### src/rtl/lut.sv
// Registered sine/cosine look-up for integer angles in degrees.
// Result is signed Q16.16, produced one cycle after the request edge.
// A 91-entry first-quadrant table is folded to cover the full circle.
// Build option LUT_MOD360_EN: when defined, the whole 32-bit angle is reduced
// modulo 360; when undefined there is no modulo hardware and any angle >= 360
// yields zero.
module lut (
  input  logic        clk,
  input  logic        rst,
  input  logic        op_selector,
  input  logic [31:0] angle,
  output logic [31:0] value
);

  logic [8:0]  a_red;        // angle reduced to 0..359
  logic        force_zero;   // out-of-range angle in the no-modulo build
  logic [9:0]  a_cos;        // angle plus the cosine quarter-turn, pre-wrap
  logic [8:0]  a_prime;      // effective sine angle, 0..359
  logic [6:0]  tab_idx;      // first-quadrant table index, 0..90
  logic        neg;          // result lies in the lower half-plane
  logic [16:0] mag;          // table magnitude, up to 0x10000
  logic [31:0] value_d;
  logic [31:0] value_q;

  // round(sin(k deg) * 65536) for k = 0..90; entry 60 is pinned to 0xDDB3.
  function automatic logic [16:0] sin_rom(input logic [6:0] k);
    case (k)
      7'd0:  sin_rom = 17'd0;
      7'd1:  sin_rom = 17'd1144;
      7'd2:  sin_rom = 17'd2287;
      7'd3:  sin_rom = 17'd3430;
      7'd4:  sin_rom = 17'd4572;
      7'd5:  sin_rom = 17'd5712;
      7'd6:  sin_rom = 17'd6850;
      7'd7:  sin_rom = 17'd7987;
      7'd8:  sin_rom = 17'd9121;
      7'd9:  sin_rom = 17'd10252;
      7'd10: sin_rom = 17'd11380;
      7'd11: sin_rom = 17'd12505;
      7'd12: sin_rom = 17'd13626;
      7'd13: sin_rom = 17'd14742;
      7'd14: sin_rom = 17'd15855;
      7'd15: sin_rom = 17'd16962;
      7'd16: sin_rom = 17'd18064;
      7'd17: sin_rom = 17'd19161;
      7'd18: sin_rom = 17'd20252;
      7'd19: sin_rom = 17'd21336;
      7'd20: sin_rom = 17'd22415;
      7'd21: sin_rom = 17'd23486;
      7'd22: sin_rom = 17'd24550;
      7'd23: sin_rom = 17'd25607;
      7'd24: sin_rom = 17'd26656;
      7'd25: sin_rom = 17'd27697;
      7'd26: sin_rom = 17'd28729;
      7'd27: sin_rom = 17'd29753;
      7'd28: sin_rom = 17'd30767;
      7'd29: sin_rom = 17'd31772;
      7'd30: sin_rom = 17'd32768;
      7'd31: sin_rom = 17'd33754;
      7'd32: sin_rom = 17'd34729;
      7'd33: sin_rom = 17'd35693;
      7'd34: sin_rom = 17'd36647;
      7'd35: sin_rom = 17'd37590;
      7'd36: sin_rom = 17'd38521;
      7'd37: sin_rom = 17'd39441;
      7'd38: sin_rom = 17'd40348;
      7'd39: sin_rom = 17'd41243;
      7'd40: sin_rom = 17'd42126;
      7'd41: sin_rom = 17'd42995;
      7'd42: sin_rom = 17'd43852;
      7'd43: sin_rom = 17'd44695;
      7'd44: sin_rom = 17'd45525;
      7'd45: sin_rom = 17'd46341;
      7'd46: sin_rom = 17'd47143;
      7'd47: sin_rom = 17'd47930;
      7'd48: sin_rom = 17'd48703;
      7'd49: sin_rom = 17'd49461;
      7'd50: sin_rom = 17'd50203;
      7'd51: sin_rom = 17'd50931;
      7'd52: sin_rom = 17'd51643;
      7'd53: sin_rom = 17'd52339;
      7'd54: sin_rom = 17'd53020;
      7'd55: sin_rom = 17'd53684;
      7'd56: sin_rom = 17'd54332;
      7'd57: sin_rom = 17'd54963;
      7'd58: sin_rom = 17'd55578;
      7'd59: sin_rom = 17'd56175;
      7'd60: sin_rom = 17'd56755;
      7'd61: sin_rom = 17'd57319;
      7'd62: sin_rom = 17'd57865;
      7'd63: sin_rom = 17'd58393;
      7'd64: sin_rom = 17'd58903;
      7'd65: sin_rom = 17'd59396;
      7'd66: sin_rom = 17'd59870;
      7'd67: sin_rom = 17'd60326;
      7'd68: sin_rom = 17'd60764;
      7'd69: sin_rom = 17'd61183;
      7'd70: sin_rom = 17'd61584;
      7'd71: sin_rom = 17'd61966;
      7'd72: sin_rom = 17'd62328;
      7'd73: sin_rom = 17'd62672;
      7'd74: sin_rom = 17'd62997;
      7'd75: sin_rom = 17'd63303;
      7'd76: sin_rom = 17'd63589;
      7'd77: sin_rom = 17'd63856;
      7'd78: sin_rom = 17'd64104;
      7'd79: sin_rom = 17'd64332;
      7'd80: sin_rom = 17'd64540;
      7'd81: sin_rom = 17'd64729;
      7'd82: sin_rom = 17'd64898;
      7'd83: sin_rom = 17'd65048;
      7'd84: sin_rom = 17'd65177;
      7'd85: sin_rom = 17'd65287;
      7'd86: sin_rom = 17'd65376;
      7'd87: sin_rom = 17'd65446;
      7'd88: sin_rom = 17'd65496;
      7'd89: sin_rom = 17'd65526;
      7'd90: sin_rom = 17'd65536;
      default: sin_rom = 17'd0;
    endcase
  endfunction

`ifdef LUT_MOD360_EN
  // Byte-wise pre-reduction: 2^8, 2^16, 2^24 are congruent to 256, 16 and
  // 136 mod 360, so the 32-bit angle collapses to a 17-bit sum with the same
  // residue before a narrow final modulo.
  logic [16:0] a_sum;
  assign a_sum = {9'd0, angle[7:0]}
               + {1'b0, angle[15:8], 8'd0}
               + {5'd0, angle[23:16], 4'd0}
               + (17'(angle[31:24]) * 17'd136);
  assign a_red      = 9'(a_sum % 17'd360);
  assign force_zero = 1'b0;
`else
  // No modulo hardware: only 0..359 is meaningful, anything else reads zero.
  assign a_red      = angle[8:0];
  assign force_zero = (angle[31:9] != 23'd0) || (angle[8:0] >= 9'd360);
`endif

  // Cosine is sine advanced by a quarter turn, wrapped back into 0..359.
  always_comb begin
    a_cos   = {1'b0, a_red} + 10'd90;
    a_prime = a_red;
    if (op_selector) begin
      if (a_cos >= 10'd360) begin
        a_cos = a_cos - 10'd360;
      end
      a_prime = a_cos[8:0];
    end
  end

  // Quadrant folding onto the first-quadrant table plus sign selection.
  always_comb begin
    tab_idx = 7'd0;
    neg     = 1'b0;
    if (a_prime <= 9'd90) begin
      tab_idx = 7'(a_prime);
    end else if (a_prime <= 9'd180) begin
      tab_idx = 7'(9'd180 - a_prime);
    end else if (a_prime <= 9'd270) begin
      tab_idx = 7'(a_prime - 9'd180);
      neg     = 1'b1;
    end else begin
      tab_idx = 7'(9'd360 - a_prime);
      neg     = 1'b1;
    end
    mag = sin_rom(tab_idx);
    // Two's-complement negate; a zero magnitude stays zero.
    value_d = neg ? (32'd0 - {15'd0, mag}) : {15'd0, mag};
    if (force_zero) begin
      value_d = 32'd0;
    end
  end

  // Output register; reset wins over a same-edge request.
  always_ff @(posedge clk) begin
    if (rst) begin
      value_q <= 32'd0;
    end else begin
      value_q <= value_d;
    end
  end

  assign value = value_q;

endmodule

### config.mk
export PLATFORM = sky130hd
export DESIGN_NAME = lut
export DESIGN_NICKNAME = d
export VERILOG_FILES = /design/src/rtl/lut.sv
export SDC_FILE = /design/constraint.sdc
export NUM_CORES = 1
export LEC_CHECK = 0
export BUFFER_PORTS_ARGS = -buffer_cell sky130_fd_sc_hd__buf_4
export CORE_UTILIZATION = 60
export DETAILED_ROUTE_END_ITERATION = 10
export PLACE_DENSITY_LB_ADDON = 0.05
export SETUP_SLACK_MARGIN = 0.15
export SYNTH_ARGS = -nofsm -noshare
export SYNTH_HDL_FRONTEND = slang
export SYNTH_SLANG_ARGS = --single-unit
### constraint.sdc
create_clock -name clk -period 6.8 [get_ports clk]
set_input_delay 0.68 -clock clk [delete_from_list [all_inputs] [get_ports clk]]
set_output_delay 0.68 -clock clk [all_outputs]
set_load 0.01 [all_outputs]
Yosys cells after proc, flatten, opt, wreduce, memory -nomap -nowiden
Memory sizes are Yosys's and may differ from the RTL's.
Index checks and enable logic that the tools add are counted.
{"block": "op_classes", "reduce_logical": 4, "mux": 8, "bitwise": 1, "n_addsub": 6, "n_lt_le_gt_ge": 5}
{"cell": "nonzero test 23 bit", "n": 1}
{"cell": "2-to-1 mux 7 bit", "n": 3}
{"cell": "2-to-1 mux 9 bit", "n": 2}
{"cell": "subtractor 1 x 17 -> 18 bit, first input constant", "n": 1}
{"cell": "2-to-1 mux 17 bit", "n": 1}
{"cell": "adder 9 x 7 -> 10 bit, second input constant", "n": 1}
{"cell": "greater-or-equal comparator 10 x 9 -> 1 bit, second input constant", "n": 1}
{"cell": "greater-or-equal comparator 9 bit, second input constant", "n": 1}
{"cell": "<= comparator 9 x 7 -> 1 bit, second input constant", "n": 1}
{"cell": "<= comparator 9 x 8 -> 1 bit, second input constant", "n": 1}
{"cell": "<= comparator 9 bit, second input constant", "n": 1}
{"cell": "subtractor 9 bit, second input constant", "n": 1}
{"cell": "subtractor 6 x 7 -> 7 bit, first input constant", "n": 1}
{"cell": "subtractor 7 x 6 -> 7 bit, second input constant", "n": 1}
{"cell": "subtractor 7 bit, first input constant", "n": 1}
{"cell": "OR reduction 3 bit", "n": 1}
{"cell": "2-to-1 mux 1 bit", "n": 2}
{"cell": "OR reduction 2 bit", "n": 1}
{"cell": "logical OR 1 bit", "n": 1}
{"cell": "NOT 1 bit", "n": 1}
{"block": "totals", "reg_bits": 18, "elab_cells": 27, "out_inout_bits": 32, "romBits": 2176, "inputBits": 35, "mem_count": 1}
{"name": "(name not given)", "depth": 128, "word_bits": 17, "rd": 1, "rd_clocked_by_memory_dff": 0, "wr": 0, "line_no": "27", "text": "case (k)"}

Depth between registers and ports, before layout
An unclocked memory read counts as a cell.
{"block": "depth", "depth_word": 11, "depth_mapped": 31, "depth_no_buf": 28}

Least setup slack after synthesis
Ideal clock, no wire load.
{"block": "synth_path", "kind": "input port to flip-flop", "startpoint": "input angle[3]", "endpoint": "register value_q[6], in the netlist value[6]", "setup_slack_ns": 0.483, "setup_ns": 0.126, "path_buffers": 3, "arrival_time_ns": 6.192, "t_required_ns": 6.674, "path_stages": 30, "cell_sequence": "clkbuf_1 > a21oi_1 > xor2_1 > inv_1 > ha_1 > and4b_1 > a41o_1 > and3_1 > a21oi_2 > o21ai_0 > o211ai_4 > inv_2 > a31oi_1 > nand2_2 > buf_2 > o21ai_1 > a21oi_1 > inv_1 > ha_1 > clkbuf_1 > inv_1 > a221o_1 > a221o_1 > o311ai_0 > nand3_1 > ha_1 > nand3_1 > o21ai_0 > xnor2_1 > nor2_1"}
{"block": "synth_via", "elab_chain_cells": 11, "elab_cells_between_ends": 22, "cone_classes": "add/sub: 6; order compare: 5; mux: 8; reduce/logical: 2; memory: 1"}
{"item": "start, declared", "line_no": "11", "text": "input logic [31:0] angle,"}
{"item": "adder 9 x 7 -> 10 bit", "line_no": "142", "text": "a_cos = {1'b0, a_red} + 10'd90;"}
{"item": "subtractor 9 bit / greater-or-equal comparator 10 x 9 -> 1 bit (equally long branches)", "line_no": "146, 145"}
{"item": "2-to-1 mux 9 bit", "line_no": "145", "text": "if (a_cos >= 10'd360) begin"}
{"item": "2-to-1 mux 9 bit", "line_no": "144", "text": "if (op_selector) begin"}
{"item": "<= comparator 9 bit (tied with other cells)", "line_no": "160", "text": "end else if (a_prime <= 9'd270) begin"}
{"item": "2-to-1 mux 7 bit", "line_no": "160"}
{"item": "2-to-1 mux 7 bit", "line_no": "158", "text": "end else if (a_prime <= 9'd180) begin"}
{"item": "2-to-1 mux 7 bit", "line_no": "156", "text": "if (a_prime <= 9'd90) begin"}
{"item": "memory (128 x 17 bit)"}
{"item": "subtractor 1 x 17 -> 18 bit", "line_no": "169", "text": "value_d = neg ? (32'd0 - {15'd0, mag}) : {15'd0, mag};"}
{"item": "2-to-1 mux 17 bit", "line_no": "169"}
{"item": "end signal, assigned", "line_no": "180", "text": "value_q <= value_d;"}
{"item": "end, declared", "line_no": "23", "text": "logic [31:0] value_q;"}
Several ways; a longest one is shown, not always the timed one.
A chain may end at the register's enable or synchronous reset.

Worst setup path in the final report
{"block": "layout_path", "startpoint": "input angle[1]", "endpoint": "register value_q[16], in the netlist value[16]"}
The elaborated chain is that of the path after synthesis.

==> metrics <==
vias in the first global route=5857; Synth top area share=0.0703; Die Width=94.4 microns; CTS tree=yes; part of the cycle the worst path needs=0.955; IO Pins=67; status=complete, no violations; CP arrival=6610 ps; Worst-path clk slew=60 ps; number of synthesized flops with an enable pin=0; nets=823; Synth top cells by count=nor2_1, nand2_1, a21oi_1; ys async rst share=0; Layout Cells excl Fill=866; Final Max Slew Viols=0; GRT Total Usage=0.421; Slowest Stage Delay on Critical Path=530 ps; largest net degree at the start of global routing=49; initial antenna violation count=0; Post-Syn Area per Cell=7.10 sq um; Static Leak=2.25 nW; Pre-Repair DR Iteration Count=11; Yosys top cell by area=dfxtp_1; HP Start=angle[19]; WS Path Type=input port to flop; CTS Buf Count=3; Filler Cells Inserted=675; Final Power=1.86 mW; Root Driver=clkbuf_8; Overflow after GRT=0; Startpoint Class=input port; Core Box Area=0.00826 sq mm; final setup vio count=0; Initial DRC Count=1105; top_reg_cell synth=dfxtp_1; unrepaired setup endpoints after global routing=true; post-synthesis cell area=0.00512 sq mm; PortBufs=66; register area share after synthesis=0.0703; Critical Path Slowest Stage Cell=or3_1; # rows=33; relative slew slack=0.312; WL per Instance=21.7 microns; Max Clk Rate=154 MHz; # placed instances=851; Initial Util=0.620; Synth area leaders=dfxtp_1, ha_1, nor2_1; DRC Markers=0; measured slew at the worst slew-check pin=1020 ps; Vias=6520; fraction of layout cells with a size suffix above 1=0.255; Power Density=316 mW/mm^2; count of different cell masters after synthesis=103; Hold Crit Class=input port to flop; global-route wire length before repair=29.7 mm; GPL Wtd Cong=1.18; Synth Register Bits=18; # clock sinks=18; area grow syn2layout=14.7%; Critical Path RT=6910 ps; die height=94.4 microns; Gate Count Post-Synth=722; WL final=18.8 mm; n_diodes=0; Synth Warn #=0; CTS H-Tree Depth=1; crit-path most repeated cell=buf_4; Antenna Violating Nets Remaining=0; worst vdd ir=0.224 mV; final hold violation count=0; top-count cell post-synth=nor2_1; Worst Hold Depth=4; area of the die=0.00891 sq mm; syn nets=782; Largest register FFs=18; post-DR vias/cell=7.53; Worst Hold End=value[0]; min Tclk post-route=6500 ps; Final HPWL DP=13.4 mm; clock tree buffer depth=2; crit path max fanout=11; number of max-cap violations=0; nature of the critical path endpoint=flop
worst max-delay path, delay by kind of cell:
| kind | cells | cell delay (ps) |
|---|---|---|
| XOR/XNOR | 1 | 170 |
| multiplexers | 1 | 410 |
| buffers and inverters | 4 | 630 |
| adder cells (fa/ha/maj) | 2 | 590 |
| AO/OA/AOI/OAI | 9 | 2290 |
| AND/OR/NAND/NOR | 8 | 1810 |
through the flow:
step / cell area (sq um) / worst slack (ps) / utilization / hold WS (ps) / TNS, ps
CTS: 5650 / 151 / 0.684 / 1160 / 0
global placement: 5600 / 165 / 0.678 / 1070 / 0
global route: 5880 / 93.3 / 0.712 / 1240 / 0
floorplan: 5120 / 483 / - / 984 / 0
detailed placement: 5600 / -208 / 0.678 / 1070 / -1360
finish: 5880 / 304 / 0.712 / 1140 / 0
layout by cell type, fill, tap and decap left out, drive strengths merged, types with 5 or more instances in the layout:
| master | count |
|---|---|
| a211oi | 22 |
| a21oi | 56 |
| a221o | 5 |
| a221oi | 11 |
| a22oi | 7 |
| a311oi | 5 |
| a31oi | 10 |
| a32oi | 5 |
| and3 | 6 |
| and4 | 5 |
| buf | 108 |
| dfxtp | 18 |
| ha | 25 |
| inv | 19 |
| mux2 | 9 |
| mux2i | 9 |
| nand2 | 60 |
| nand3 | 25 |
| nand4 | 11 |
| nor2 | 86 |
| nor3 | 36 |
| nor4 | 10 |
| o2111ai | 8 |
| o211ai | 16 |
| o21ai | 48 |
| o22ai | 7 |
| o31ai | 16 |
| o41ai | 6 |
| or3 | 9 |
| xnor2 | 21 |
| xor2 | 5 |
cells by family (layout without fill, tap and decap cells):
family          Yosys count  after routing  synth area share
mux                      18             18            0.0381
compound gates          275            275             0.411
fa+ha+maj                25             25            0.0611
buf+inv                  92            131            0.0977
xor+xnor                 28             28            0.0547
simple gates            266            266             0.267
flops                    18             18            0.0703
per-layer routing:
metal	GRT usage	part of all wire	vias to the layer above
met5	0	0	-
met4	0.208	0.062	0
met3	0.122	0.15	175
met2	0.652	0.43	619
met1	0.532	0.36	2869
li1	-	-	2857
final cells by class:
type,count,area [sq um],area share
multi-input cells,612,4420,0.751
repair buffers,108,852,0.145
flip-flops and latches,18,360,0.0613
well taps,105,131,0.0223
inverters,20,77.6,0.0132
clock buffers,3,41.3,0.00702
how the worst max path moves through the flow:
stage               slack (ps)  cells past startpoint        end  startpoint
global route                90                     25  value[10]    angle[1]
floorplan                  480                     30   value[6]    angle[3]
CTS                        150                     28  value[16]    angle[2]
finish                     300                     25  value[16]    angle[1]
detailed placement        -210                     26  value[16]    angle[2]
global placement           170                     29  value[14]    angle[2]
where the power goes:
part	internal, mW	leakage [nW]	switching, mW
Sequential	0.105	0.145	0.00000000431
Clock	0.0392	0.0216	0.0292
Combinational	0.629	2.09	1.05
Total	0.774	2.25	1.08
what timing repair did:
| item | in CTS | in global routing |
|---|---|---|
| hold buffers | 0 | 0 |
| gates cloned | 0 | 0 |
| endpoints found under the setup margin | 8 | 17 |
| pin swaps | 2 | 10 |
| buffers inserted | 1 | 11 |
| resized for setup | 2 | 27 |
(Power assumes the default switching activity.)
